**src/rtl/led_strip_pkg.sv**
```systemverilog
// Shared types for the LED strip engine: transfer modes and controller states.
package led_strip_pkg;

    typedef enum logic [1:0] {
        SINGLE = 2'b00,
        STATIC = 2'b01,
        ROT_L  = 2'b10,
        ROT_R  = 2'b11
    } mode_t;

    typedef enum logic [2:0] {
        IDLE   = 3'd0,
        LOAD   = 3'd1,
        SEND   = 3'd2,
        LATCH  = 3'd3,
        DONE   = 3'd4,
        ROTATE = 3'd5,
        GAP    = 3'd6
    } state_t;

    localparam int GAP_W = 32;

    // A frame is followed by another one only in a repeating mode with no stop requested.
    function automatic logic frame_repeats(input mode_t m, input logic stop_pending);
        return (m != SINGLE) && !stop_pending;
    endfunction

endpackage

```
**src/rtl/counter.sv**
```systemverilog
// Generic loadable down-counter; expired is high while the count sits at zero.
module counter #(
    parameter int WIDTH = 32
) (
    input  logic             clk,
    input  logic             rst,
    input  logic             load,
    input  logic             en,
    input  logic [WIDTH-1:0] value,
    output logic             expired
);

    logic [WIDTH-1:0] count_r;

    // Load has priority; decrement stops at zero.
    always_ff @(posedge clk or negedge rst) begin
        if (!rst) begin
            count_r <= {WIDTH{1'b0}};
        end else if (load) begin
            count_r <= value;
        end else if (en && (count_r != {WIDTH{1'b0}})) begin
            count_r <= count_r - {{(WIDTH-1){1'b0}}, 1'b1};
        end else begin
            count_r <= count_r;
        end
    end

    assign expired = (count_r == {WIDTH{1'b0}});

endmodule

```
**src/rtl/ws_bit_encoder.sv**
```systemverilog
// WS2812 bit encoder: each started bit lasts T_BIT cycles, high for T0H or T1H, then low.
module ws_bit_encoder #(
    parameter int T_BIT = 60,
    parameter int T0H   = 19,
    parameter int T1H   = 38
) (
    input  logic clk,
    input  logic rst,
    input  logic start,
    input  logic bit_val,
    output logic line,
    output logic bit_done
);

    localparam int CW = (T_BIT > 1) ? $clog2(T_BIT) : 1;
    localparam logic [CW-1:0] LAST = CW'(T_BIT - 1);
    localparam logic [CW-1:0] HI0  = CW'(T0H);
    localparam logic [CW-1:0] HI1  = CW'(T1H);

    logic [CW-1:0] cnt_r;
    logic          active_r;
    logic          val_r;
    logic          line_r;
    logic [CW-1:0] nxt_cnt_s;
    logic [CW-1:0] high_s;

    // Next bit position and the high-phase length of the bit in flight.
    always_comb begin
        nxt_cnt_s = cnt_r + {{(CW-1){1'b0}}, 1'b1};
        if (val_r) begin
            high_s = HI1;
        end else begin
            high_s = HI0;
        end
    end

    // Bit timing; a start on the bit_done cycle chains the next bit with no idle cycle.
    always_ff @(posedge clk or negedge rst) begin
        if (!rst) begin
            cnt_r    <= {CW{1'b0}};
            active_r <= 1'b0;
            val_r    <= 1'b0;
            line_r   <= 1'b0;
        end else if (start) begin
            cnt_r    <= {CW{1'b0}};
            active_r <= 1'b1;
            val_r    <= bit_val;
            line_r   <= 1'b1;
        end else if (active_r && (cnt_r != LAST)) begin
            cnt_r    <= nxt_cnt_s;
            active_r <= 1'b1;
            val_r    <= val_r;
            line_r   <= (nxt_cnt_s < high_s);
        end else begin
            cnt_r    <= {CW{1'b0}};
            active_r <= 1'b0;
            val_r    <= val_r;
            line_r   <= 1'b0;
        end
    end

    assign line     = line_r;
    assign bit_done = active_r && (cnt_r == LAST);

endmodule

```
**src/rtl/led_strip_engine.sv**
```systemverilog
// LED strip engine: frames a shadowed NUM_LEDS x BITS_PER_LED pattern onto one data line,
// with latch interval, optional rotation between frames, frame gap and graceful stop.
module led_strip_engine
    import led_strip_pkg::*;
#(
    parameter int NUM_LEDS     = 6,
    parameter int BITS_PER_LED = 24,
    parameter int T_BIT        = 60,
    parameter int T0H          = 19,
    parameter int T1H          = 38,
    parameter int T_RESET      = 3840
) (
    input  logic                             clk,
    input  logic                             rst,
    input  logic                             go,
    input  logic                             stop,
    input  logic [1:0]                       mode,
    input  logic [GAP_W-1:0]                 frame_gap,
    input  logic [NUM_LEDS*BITS_PER_LED-1:0] rgb,
    output logic                             to_light,
    output logic                             busy,
    output logic                             frame_done
);

    localparam int W  = NUM_LEDS * BITS_PER_LED;
    localparam int B  = BITS_PER_LED;
    localparam int IW = (W > 1) ? $clog2(W) : 1;
    localparam logic [IW-1:0] LAST_IDX = IW'(W - 1);

    state_t             state_r;
    mode_t              mode_r;
    logic [GAP_W-1:0]   gap_r;
    logic [W-1:0]       shadow_r;
    logic [IW-1:0]      idx_r;
    logic               stop_pending_r;
    logic               busy_r;
    logic               frame_done_r;

    logic [W-1:0]       rot_s;
    logic [IW-1:0]      next_idx_s;
    logic               last_bit_s;
    logic               enc_start_s;
    logic               enc_bit_s;
    logic               enc_done_s;
    logic               cnt_load_s;
    logic               cnt_en_s;
    logic [GAP_W-1:0]   cnt_val_s;
    logic               cnt_expired_s;

    // Pattern for the next frame; left moves LED 1 into LED 0.
    always_comb begin
        case (mode_r)
            ROT_L:   rot_s = {shadow_r[W-B-1:0], shadow_r[W-1:W-B]};
            ROT_R:   rot_s = {shadow_r[B-1:0], shadow_r[W-1:B]};
            default: rot_s = shadow_r;
        endcase
    end

    // Encoder and interval-counter control. The first bit of a frame is issued one cycle
    // early (LOAD, ROTATE or last GAP cycle) so the line rises right as SEND begins.
    always_comb begin
        enc_start_s = 1'b0;
        enc_bit_s   = 1'b0;
        cnt_load_s  = 1'b0;
        cnt_en_s    = 1'b0;
        cnt_val_s   = {GAP_W{1'b0}};
        next_idx_s  = idx_r + {{(IW-1){1'b0}}, 1'b1};
        last_bit_s  = (idx_r == LAST_IDX);
        case (state_r)
            LOAD: begin
                enc_start_s = 1'b1;
                enc_bit_s   = rgb[W-1];
            end
            SEND: begin
                if (enc_done_s && last_bit_s) begin
                    cnt_load_s = 1'b1;
                    cnt_val_s  = GAP_W'(T_RESET - 1);
                end else if (enc_done_s) begin
                    enc_start_s = 1'b1;
                    enc_bit_s   = shadow_r[LAST_IDX - next_idx_s];
                end else begin
                    enc_start_s = 1'b0;
                end
            end
            LATCH: begin
                cnt_en_s = 1'b1;
            end
            ROTATE: begin
                if (gap_r == {GAP_W{1'b0}}) begin
                    enc_start_s = 1'b1;
                    enc_bit_s   = rot_s[W-1];
                end else begin
                    cnt_load_s = 1'b1;
                    cnt_val_s  = gap_r - {{(GAP_W-1){1'b0}}, 1'b1};
                end
            end
            GAP: begin
                cnt_en_s = 1'b1;
                if (cnt_expired_s) begin
                    enc_start_s = 1'b1;
                    enc_bit_s   = shadow_r[W-1];
                end else begin
                    enc_start_s = 1'b0;
                end
            end
            default: begin
                enc_start_s = 1'b0;
            end
        endcase
    end

    // Frame controller with registered busy / frame_done.
    always_ff @(posedge clk or negedge rst) begin
        if (!rst) begin
            state_r        <= IDLE;
            mode_r         <= SINGLE;
            gap_r          <= {GAP_W{1'b0}};
            shadow_r       <= {W{1'b0}};
            idx_r          <= {IW{1'b0}};
            stop_pending_r <= 1'b0;
            busy_r         <= 1'b0;
            frame_done_r   <= 1'b0;
        end else begin
            frame_done_r <= 1'b0;
            // go together with stop in IDLE arms the stop so the transfer runs once.
            if (state_r == IDLE) begin
                stop_pending_r <= go & stop;
            end else if (stop) begin
                stop_pending_r <= 1'b1;
            end else begin
                stop_pending_r <= stop_pending_r;
            end
            case (state_r)
                IDLE: begin
                    if (go) begin
                        state_r <= LOAD;
                        busy_r  <= 1'b1;
                    end else begin
                        busy_r  <= 1'b0;
                    end
                end
                LOAD: begin
                    shadow_r <= rgb;
                    mode_r   <= mode_t'(mode);
                    gap_r    <= frame_gap;
                    idx_r    <= {IW{1'b0}};
                    state_r  <= SEND;
                end
                SEND: begin
                    if (enc_done_s && last_bit_s) begin
                        idx_r   <= {IW{1'b0}};
                        state_r <= LATCH;
                    end else if (enc_done_s) begin
                        idx_r   <= next_idx_s;
                    end else begin
                        idx_r   <= idx_r;
                    end
                end
                LATCH: begin
                    if (cnt_expired_s) begin
                        state_r      <= DONE;
                        frame_done_r <= 1'b1;
                    end else begin
                        state_r      <= LATCH;
                    end
                end
                DONE: begin
                    if (frame_repeats(mode_r, stop_pending_r)) begin
                        state_r <= ROTATE;
                    end else begin
                        state_r <= IDLE;
                        busy_r  <= 1'b0;
                    end
                end
                ROTATE: begin
                    shadow_r <= rot_s;
                    if (gap_r == {GAP_W{1'b0}}) begin
                        state_r <= SEND;
                    end else begin
                        state_r <= GAP;
                    end
                end
                GAP: begin
                    if (cnt_expired_s) begin
                        state_r <= SEND;
                    end else begin
                        state_r <= GAP;
                    end
                end
                default: begin
                    state_r <= IDLE;
                    busy_r  <= 1'b0;
                end
            endcase
        end
    end

    ws_bit_encoder #(
        .T_BIT (T_BIT),
        .T0H   (T0H),
        .T1H   (T1H)
    ) u_encoder (
        .clk      (clk),
        .rst      (rst),
        .start    (enc_start_s),
        .bit_val  (enc_bit_s),
        .line     (to_light),
        .bit_done (enc_done_s)
    );

    counter #(
        .WIDTH (GAP_W)
    ) u_interval (
        .clk     (clk),
        .rst     (rst),
        .load    (cnt_load_s),
        .en      (cnt_en_s),
        .value   (cnt_val_s),
        .expired (cnt_expired_s)
    );

    assign busy       = busy_r;
    assign frame_done = frame_done_r;

endmodule

```
**config.mk**
```make
export PLATFORM = sky130hd
export DESIGN_NAME = led_strip_engine
export DESIGN_NICKNAME = d
export VERILOG_FILES = /design/src/rtl/led_strip_pkg.sv /design/src/rtl/counter.sv /design/src/rtl/ws_bit_encoder.sv /design/src/rtl/led_strip_engine.sv
export SDC_FILE = /design/constraint.sdc
export NUM_CORES = 1
export LEC_CHECK = 0
export CORE_MARGIN = 10
export CORE_UTILIZATION = 57
export DETAILED_ROUTE_END_ITERATION = 8
export PLACE_DENSITY = 0.86
export SYNTH_ARGS = -nofsm -noshare
export SYNTH_HDL_FRONTEND = slang
export SYNTH_HIERARCHICAL = 1
export SYNTH_SLANG_ARGS = --single-unit
```
**constraint.sdc**
```tcl
create_clock -name clk -period 4.2 [get_ports clk]
set_clock_uncertainty 0.2 [all_clocks]
set_input_delay 0.63 -clock clk [delete_from_list [all_inputs] [get_ports clk]]
set_output_delay 0.63 -clock clk [all_outputs]
set_load 0.05 [all_outputs]
```
==> flow_metrics.env <==
export IMPL_rows=59
export IMPL_syn_mean_instance_area_sq_um=9.12
export IMPL_grt_pass1_wl_um=73600
export IMPL_startpoint="idx_r[1]"
export IMPL_post_cts_resize_count=0
export IMPL_wire_per_inst_um=21.8
export IMPL_place_inst=2049
export IMPL_drtAntennaViolNets=0
export IMPL_stdcell_count=2098
export IMPL_slew_viol_final=0
export IMPL_cts_buffers=27
export IMPL_path_cells="ha_2 -> mux4_2 -> mux4_2 -> and3_1 -> a2111oi_0 -> o31ai_1 -> nand2_1 -> o21ai_0"
export IMPL_critPathMaxStageDelay_ps=760
export IMPL_hp_start="u_encoder/cnt_r[0]"
export IMPL_port_buffers=184
export IMPL_slew_headroom_pct=4.94
export IMPL_synth_async_reset_ratio_pct=100
export IMPL_final_nets=1935
export IMPL_p_sw_uw=4680
export IMPL_synth_main_ff_cell="dfrtp_1"
export IMPL_clk_latency_ps=550
export IMPL_drc=0
export IMPL_worst_slack_ps=793
export IMPL_hp_class="flip-flop to flip-flop"
export IMPL_multi_input_area_sq_um=8560
export IMPL_critPathRequiredTime_ps=4420
export IMPL_drt_iter0_drc=1963
export IMPL_hold_slack_ps=291
export IMPL_tightest_slew_ps=1430
export IMPL_cts_sinks=233
export IMPL_post_route_period_util_pct=81.1
export IMPL_drive_gt1_share_pct=9.76
export IMPL_power_leakage_uw=0.00714
export IMPL_core_area_sq_um=26000
export IMPL_ys_seq_elements=233
export IMPL_dp_hpwl_um=31800
export IMPL_die_area_sq_um=33200
export IMPL_swShare_pct=41.2
export IMPL_synth_seq_area_share_pct=38.9
export IMPL_final_common_cell="nor2_1"
export IMPL_area_growth_pct=19.1
export IMPL_fin_crit_ps=3410
export IMPL_grt_max_degree=287
export IMPL_register_area_sq_um=5840
export IMPL_synth_edf_count=0
export IMPL_layout_common_cells="nor2_1, dfrtp_1, clkdlybuf4s50_1, a21oi_1, mux2i_1"
export IMPL_r2r_start="idx_r[1]"
export IMPL_ir_drop_v=0.000510
export IMPL_status="completed"
export IMPL_viasPerCell=6.51
export IMPL_cpMostUsedCell="mux4_2"
export IMPL_p_seq_share_pct=42.1
export IMPL_gp_congestion=0.950
export IMPL_worstSetupEndpointType="flip-flop"
export IMPL_synth_cell_type_count=80
export IMPL_cts_hold_buffers=1
export IMPL_final_hold_viol_count=0
export IMPL_clock_fmax_ghz=0.294
export IMPL_routed_wl_um=45800
export IMPL_pin_count=185
export IMPL_start_util_pct=57.6
export IMPL_p_total_uw=11400
export IMPL_cts_root_buf="clkbuf_16"
export IMPL_power_density_nw_per_um2=637
export IMPL_setup_tns_final_ps=0
export IMPL_p_int_uw=6690
export IMPL_grt_pass1_vias=13500
export IMPL_vias=13700
export IMPL_rsz0062_at_grt="no"
export IMPL_synth_nets=1833
export IMPL_yosys_warnings=6
export IMPL_drv_cap=0
export IMPL_path_class="flip-flop to flip-flop"
export IMPL_syn_area_sq_um=15000
export IMPL_share_comb_of_total_power_pct=37.1
export IMPL_dp_slack_ps=823
export IMPL_die_w_um=182
export IMPL_htree_levels=1
export IMPL_fill_cells=1971
export IMPL_antenna_found_initial=1
export IMPL_grt_usage_pct=26.7
export IMPL_setup_viol=0
export IMPL_cts_tree="yes"
export IMPL_critPathMaxFanout=24
export IMPL_crit_arrival_ps=3630
export IMPL_crit_path_top_delay_cell="ha_2"
export IMPL_synth_cells=1642
export IMPL_overflow=0
export IMPL_die_h_um=182
export IMPL_clkSlewWorstSetupHoldPaths_ps=60
export IMPL_cp_start_kind="flip-flop"
export IMPL_ctsLongestPathBuffers=3
export IMPL_dr_pass1_iters=8
export IMPL_post_cts_buffers=0
export IMPL_pwr_share_clk_pct=20.8
[cell type report]
class	instances	share of cell area, %
Multi-Input combinational cell	1259	48.0
Sequential cell	233	32.7
Timing Repair Buffer	207	11.7
Clock buffer	37	4.28
Tap cell	335	2.35
Clock inverter	10	0.638
Inverter	16	0.337
Antenna cell	1	0.0140
[Yosys cell counts, drive strengths merged (5+ instances only)]
| cell type | count | share of area [%] |
|---|---|---|
| a21oi | 160 | 5.3 |
| a22oi | 145 | 7.3 |
| a31oi | 15 | 0.67 |
| and3 | 7 | 0.29 |
| buf | 40 | 1.4 |
| clkbuf | 94 | 2.4 |
| dfrtp | 233 | 39 |
| ha | 9 | 0.75 |
| inv | 15 | 0.38 |
| mux2 | 32 | 2.4 |
| mux2i | 157 | 10 |
| mux4 | 36 | 5.4 |
| nand2 | 60 | 1.5 |
| nand2b | 8 | 0.33 |
| nand3 | 23 | 0.80 |
| nand4 | 8 | 0.33 |
| nor2 | 352 | 8.9 |
| nor2b | 7 | 0.34 |
| nor3 | 27 | 1.0 |
| nor4 | 12 | 0.67 |
| o21ai | 50 | 1.7 |
| o31ai | 7 | 0.35 |
| o41ai | 7 | 0.41 |
| or3 | 15 | 0.63 |
| or4 | 9 | 0.50 |
| or4b | 5 | 0.33 |
| xnor2 | 28 | 1.6 |
| xor2 | 21 | 1.2 |
[through the flow]
| stage | util (%) | instance area (sq um) |
|---|---|---|
| after floorplan | - | 15000 |
| after global placement | 65.2 | 17000 |
| after detailed placement | 65.2 | 17000 |
| after CTS | 68.7 | 17800 |
| after global routing | 68.7 | 17800 |
| final | 68.7 | 17800 |
[layer usage]
layer / up-vias / part of all wire [%] / global-route usage [%]
met5: - / 0 / 0
met4: 0 / 4.9 / 12.2
met3: 149 / 7.4 / 4.63
met2: 698 / 48 / 43.6
met1: 6600 / 40 / 34.0
li1: 6204 / - / -
[path summary, 6_finish.rpt]
| check | to | slack (ps) | depth (start not counted) |
|---|---|---|---|
| setup / recovery | u_encoder/val_r | 790 | 8 |
| hold / removal | u_encoder/cnt_r[0] | 290 | 1 |
| setup reg to reg | u_encoder/val_r | 790 | 8 |
| hold reg to reg | u_encoder/cnt_r[0] | 290 | 1 |
| max in group asynchronous | shadow_r[42] | 2370 | 3 |
| min in group asynchronous | u_interval/count_r[14] | 500 | 2 |
[critical path: cells and delay by family (launching register included)]
kind	cells	cell delay, ps
simple gates	2	270
flops	1	430
compound gates	3	590
mux	2	1030
fa+ha+maj	1	760
[power groups by stage]
stage / Combinational (uW) / Sequential, uW / Clock (uW)
3_3_place_gp: 3980 / 4670 / 0
2_1_floorplan: 3340 / 4090 / 0
4_1_cts: 4190 / 4700 / 2370
3_5_place_dp: 4140 / 4720 / 0
5_1_grt: 4630 / 4880 / 2480
6_report: 4220 / 4790 / 2360
[state kept, by name (all words and copies together), names as in the netlist, 2 cells and up]
signal and cells:
gap_r 32, idx_r 8, mode_r 2, shadow_r 144, state_r 3, u_encoder/cnt_r 6
u_interval/count_r 32
[cell families after synthesis]
logic type      Yosys count  share of synthesized area, %
buf+inv                 150                          4.17
compound gates          416                          17.7
mux                     225                          18.3
simple gates            560                          17.3
fa+ha+maj                 9                         0.752
xor+xnor                 49                          2.87
flops                   233                          38.9
(Power assumes the default switching activity.)
